===== config.mk =====
export PLATFORM = sky130hd
export DESIGN_NAME = axi_stream_downsizer
export DESIGN_NICKNAME = d
export VERILOG_FILES = /design/src/rtl/axi_stream_downsizer.sv
export SDC_FILE = /design/constraint.sdc
export NUM_CORES = 1
export LEC_CHECK = 0
export BUFFER_PORTS_ARGS = -buffer_cell sky130_fd_sc_hd__clkbuf_2
export CORE_MARGIN = 5
export CORE_UTILIZATION = 50
export CTS_BUF_LIST = sky130_fd_sc_hd__clkbuf_4 sky130_fd_sc_hd__clkbuf_8 sky130_fd_sc_hd__clkbuf_16
export DETAILED_ROUTE_END_ITERATION = 10
export GPL_TIMING_DRIVEN = 0
export PLACE_DENSITY = 0.78
export RECOVER_POWER = 25
export SETUP_SLACK_MARGIN = 0.02
export SYNTH_ARGS = -nofsm -noshare
export SYNTH_HDL_FRONTEND = slang
export SYNTH_SLANG_ARGS = --single-unit

===== constraint.sdc =====
create_clock -name ap_clk -period 2.1 [get_ports ap_clk]
set_input_delay 0.105 -clock ap_clk [delete_from_list [all_inputs] [get_ports ap_clk]]
set_output_delay 0.105 -clock ap_clk [all_outputs]
set_load 0.02 [all_outputs]

===== src/rtl/axi_stream_downsizer.sv =====
// Wide-to-narrow AXI-Stream converter: slice 0 appears one cycle after a word is accepted.
// Backpressure: holds one word; s_axis_tready drops while draining and reopens on the last slice's output fire.
module axi_stream_downsizer #(
  parameter int IN_WIDTH  = 32,
  parameter int OUT_WIDTH = 16,
  parameter int BDIM      = 32
) (
  input  logic                 ap_clk,
  input  logic                 ap_rst_n,
  input  logic [IN_WIDTH-1:0]  s_axis_tdata,
  input  logic                 s_axis_tvalid,
  output logic                 s_axis_tready,
  output logic [OUT_WIDTH-1:0] m_axis_tdata,
  output logic                 m_axis_tvalid,
  input  logic                 m_axis_tready,
  output logic                 m_axis_tlast
);

  localparam int RATIO = IN_WIDTH / OUT_WIDTH;
  localparam int IDX_W = (RATIO > 1) ? $clog2(RATIO) : 1;
  localparam int BLK_W = (BDIM > 1) ? $clog2(BDIM) : 1;

  typedef enum logic {EMPTY = 1'b0, DRAIN = 1'b1} state_t;

  state_t              state, state_nxt;
  logic [IN_WIDTH-1:0] hold, hold_nxt;
  logic [IDX_W-1:0]    idx, idx_nxt;
  logic [BLK_W-1:0]    blk, blk_nxt;
  logic                full;
  logic                out_fire;
  logic                in_fire;
  logic                last_slice;

  assign full       = (state == DRAIN);
  assign last_slice = (idx == IDX_W'(RATIO - 1));
  assign out_fire   = full && m_axis_tready;
  // Combinational through m_axis_tready so the next word loads on the last slice's edge.
  assign s_axis_tready = !full || (out_fire && last_slice);
  assign in_fire       = s_axis_tvalid && s_axis_tready;

  assign m_axis_tvalid = full;
  assign m_axis_tlast  = full && (blk == BLK_W'(BDIM - 1));

  always_comb begin
    m_axis_tdata = '0;
    for (int i = 0; i < RATIO; i++) begin
      if (idx == IDX_W'(i)) m_axis_tdata = hold[i*OUT_WIDTH +: OUT_WIDTH];
    end
  end

  always_comb begin
    state_nxt = state;
    hold_nxt  = hold;
    idx_nxt   = idx;
    blk_nxt   = blk;
    case (state)
      EMPTY: begin
        if (in_fire) begin
          hold_nxt  = s_axis_tdata;
          idx_nxt   = '0;
          state_nxt = DRAIN;
        end
      end
      DRAIN: begin
        if (out_fire) begin
          if (!last_slice) begin
            idx_nxt = idx + IDX_W'(1);
          end else if (in_fire) begin
            hold_nxt = s_axis_tdata;
            idx_nxt  = '0;
          end else begin
            idx_nxt   = '0;
            state_nxt = EMPTY;
          end
        end
      end
      default: state_nxt = EMPTY;
    endcase
    // Block framing counts output beats only, so a block may end mid-word.
    if (out_fire) begin
      blk_nxt = (blk == BLK_W'(BDIM - 1)) ? '0 : blk + BLK_W'(1);
    end
  end

  always_ff @(posedge ap_clk) begin
    if (!ap_rst_n) begin
      state <= EMPTY;
      hold  <= '0;
      idx   <= '0;
      blk   <= '0;
    end else begin
      state <= state_nxt;
      hold  <= hold_nxt;
      idx   <= idx_nxt;
      blk   <= blk_nxt;
    end
  end

endmodule


==> results <==
- The run finished with clean final reports.
- The total count of hold-check failures in the final report is 0.
- The number of filler instances in the final layout is 278.
- In this run the worst setup path begins at idx.
- Of the total power, the share spent switching nets is 0.2648.
- The power per unit of standard cell area is 619.5 nW/um2.
- The launch instance of the worst register-to-register path is blk[0].
- Between clock sinks in the finished design, the worst skew comes to 5.548 ps.
- The final period demand of the worst path is 1835 ps.
- The total DRC errors in the routed layout is 0.
- In the final routed layout, each cell accounts on average for 12.71 um.
- Setup violations remaining at the end of the flow were counted as 0.
- Routability-driven placement finished with a final weighted congestion of 0.7989.
- The per-instance average area after synthesis is 9.275 um2.
- The internal portion of the total power is 1.154 mW.
- TritonCTS built the clock tree.
- Setup repair after global routing left no endpoint under its margin.
- The max-cap check violation count is 0.
- The class of the most critical setup path is reg2out.
- VDD sags by at most 0.4971 mV.
- When the netlist entered floorplanning its net count stood at 234.
- In the layout the commonest cells are sky130_fd_sc_hd__nand2_1, sky130_fd_sc_hd__clkbuf_2, sky130_fd_sc_hd__dfxtp_1.
- The number of vias after detailed routing is 1619.
- The number of antenna violations at the first check in global routing was 0.
- The total overflow left after global routing is 0.
- By area the synthesized netlist is led by sky130_fd_sc_hd__dfxtp_1, sky130_fd_sc_hd__mux2i_1, sky130_fd_sc_hd__nand2_1, sky130_fd_sc_hd__mux2_2, sky130_fd_sc_hd__buf_6.
- For this design the top-level I/O count stands at 55.
- STA classifies the critical path endpoint as a primary output.
- The share of post-route cells with drive strength above 1 is 0.2793.
- The data required time at the worst endpoint is 2000 ps.
- The region available for standard cell placement spans 3578 um2.
- Of the post-synthesis cell area, the dominant cell type holds 0.4295.
- For this run, the register share of the synthesized area comes to 0.4295.
- STA classifies the critical path startpoint as a flip-flop.
- Static timing analysis puts the maximum clock frequency at 544.9 MHz.
- Counting every sink on the clock net gives 39.
- The synthesis warning total is 0.
- The share of total power dissipated in sequential elements is 0.514.
- The cell count after synthesis is 196.
- Compared with the post-synthesis result, the final layout area differs by 39.30%.
- The number of antenna-violating nets in the routed design is 0.
- The maximum clock path buffer count is 2.
- Once detailed placement completed, the half-perimeter wirelength came to 2.841 mm.
- The clock buffer count from CTS is 5.
- The die covers 4942 um2.
- The number of max-slew violations in the final report was 0.
- The leakage power figure is 1.167 nW.
- After the first detailed-routing iteration, the DRC count stood at 69.
- Headroom to the max-slew limit came out at 0.6801.
- The post-synthesis cell type with the largest combined area is sky130_fd_sc_hd__dfxtp_1.
- The design draws 1.569 mW.
- CTS placed an instance of sky130_fd_sc_hd__clkbuf_4 at the clock tree root.
- Summed over all nets, the switching power comes to 415.4 uW.
- CTS built an H-tree with a depth of 2.
- The signal arrival time at the worst endpoint is 1730 ps.
- The power share of the clock group is 0.287.
- The horizontal die dimension is 70.30 um.
- Counting flops and latches in the post-synthesis netlist gives 39.
- The largest fanout of any net on the critical path is 10.
- The die span in y is 70.30 um.
- The slew at the pin with the worst max-slew slack is 479.9 ps.
- The setup TNS is 0 ps.
- The initialized floorplan defines 22 standard-cell rows.
- The initial standard-cell utilization of the core is 0.5080.
- The worst hold path class is in2reg.
- The share of total power dissipated in combinational logic is 0.199.
- The share of the core filled with cells is 0.7077.
- The unique cell type count in the Yosys netlist is 27.
- The number of optimization iterations in the first detailed-route pass is 5.
- The startpoint of the most critical hold path is m_axis_tready.
- After clock tree synthesis, the clock-pin slew on the worst setup and hold paths is 110 ps.
- The most common library cell in the layout ignoring fill and taps is sky130_fd_sc_hd__nand2_1.
- The maximum number of pins on one net before global-route repair is 12.
- The number of setup buffers added after CTS is 0.
- The count of nets after finishing is 327.
- The via density per instance is 4.790.
- The insertion delay of the later-clocked pin in the worst-skew pair is 340 ps.
- Dividing the final minimum period by the clock period gives 0.8739.
- The number of buffer cells added on primary ports is 53.
- The number of global-route vias before repair is 1675.
- In the global route stage, overall resource usage came out at 0.1902.
- The final wirelength is 4.297 mm.
- The final antenna diode count is 0.
- The mapped netlist covers 1818 um2.
- The first global-routing pass estimated 7.562 mm of wire.
path summary, 6_finish.rpt:
path	to	slack, ps	cells after the start
hold reg to reg	hold[12]	460	2
setup reg to reg	blk[2]	370	5
hold / removal	blk[4]	60	3
setup / recovery	m_axis_tdata[7]	260	4
Yosys cell counts, drive strengths merged:
master and count:
nand2 67, dfxtp 39, mux2i 32, mux2 16
clkbuf 8, buf 6, a21boi 5, and3 2
ha 2, nand3 2, nor2 2, nor2b 2
o21a 2, o21ai 2, a21oi 1, a31oi 1
and2 1, inv 1, nand2b 1, nand4b 1
nor4bb 1, or4 1, or4b 1
cell families after synthesis:
logic type / count (synthesis) / synth area share
and+or+nand+nor: 81 / 0.1900
AOI/OAI and AO/OA: 11 / 0.04266
DFF: 39 / 0.4295
buffers and inverters: 15 / 0.04886
muxes: 48 / 0.2753
adders and majority gates: 2 / 0.01376
state kept, by name, indices dropped and copies added, names as in the netlist:
name           flops
blk                5
m_axis_tvalid      1
idx                1
hold              32
area by class of cell:
type | count | area, um2 | share of cell area
Clock buffer | 8 | 72.57 | 0.02866
Tap cell | 48 | 60.06 | 0.02372
Multi-Input combinational cell | 142 | 944.7 | 0.3730
Buffer | 14 | 77.57 | 0.03063
Timing Repair Buffer | 86 | 593.1 | 0.2342
Inverter | 1 | 3.754 | 0.001482
Sequential cell | 39 | 780.7 | 0.3083
critical path, cell delays in order (launching register included):
cell                       delay, ps
sky130_fd_sc_hd__dfxtp_1         330
sky130_fd_sc_hd__buf_2           220
sky130_fd_sc_hd__buf_2           300
sky130_fd_sc_hd__mux2_2          380
sky130_fd_sc_hd__clkbuf_2        160
routing by layer:
| metal | vias up | global-route usage | part of all wire |
|---|---|---|---|
| li1 | 840 | - | - |
| met1 | 727 | 0.2197 | 0.44 |
| met2 | 46 | 0.3358 | 0.48 |
| met3 | 6 | 0.05468 | 0.068 |
| met4 | 0 | 0.05745 | 0.013 |
| met5 | - | 0 | 0 |
per-stage QoR:
step	hold slack (ps)	setup WS [ps]	instances	instance area, um2
floorplan	228.9	481.3	196	1818
global placement	334.0	400.5	297	2143
detailed placement	339.6	381.7	297	2143
CTS	70.58	214.3	338	2546
global route	70.65	138.9	338	2532
finish	61.95	264.8	338	2532
timing repair:
action,in CTS,in global routing
gates resized for setup,0,0
hold buffers,33,0
endpoints found under the hold margin,33,0
endpoints found under the setup margin,0,0
power groups by stage:
| stage | Sequential, mW | Clock (mW) | Combinational [mW] |
|---|---|---|---|
| after floorplan | 0.819 | 0 | 0.182 |
| after global placement | 0.822 | 0 | 0.266 |
| after detailed placement | 0.824 | 0 | 0.268 |
| after CTS | 0.807 | 0.460 | 0.316 |
| after global routing | 0.814 | 0.489 | 0.342 |
| final | 0.806 | 0.450 | 0.313 |
No activity file was read; power rests on OpenSTA's default activity.
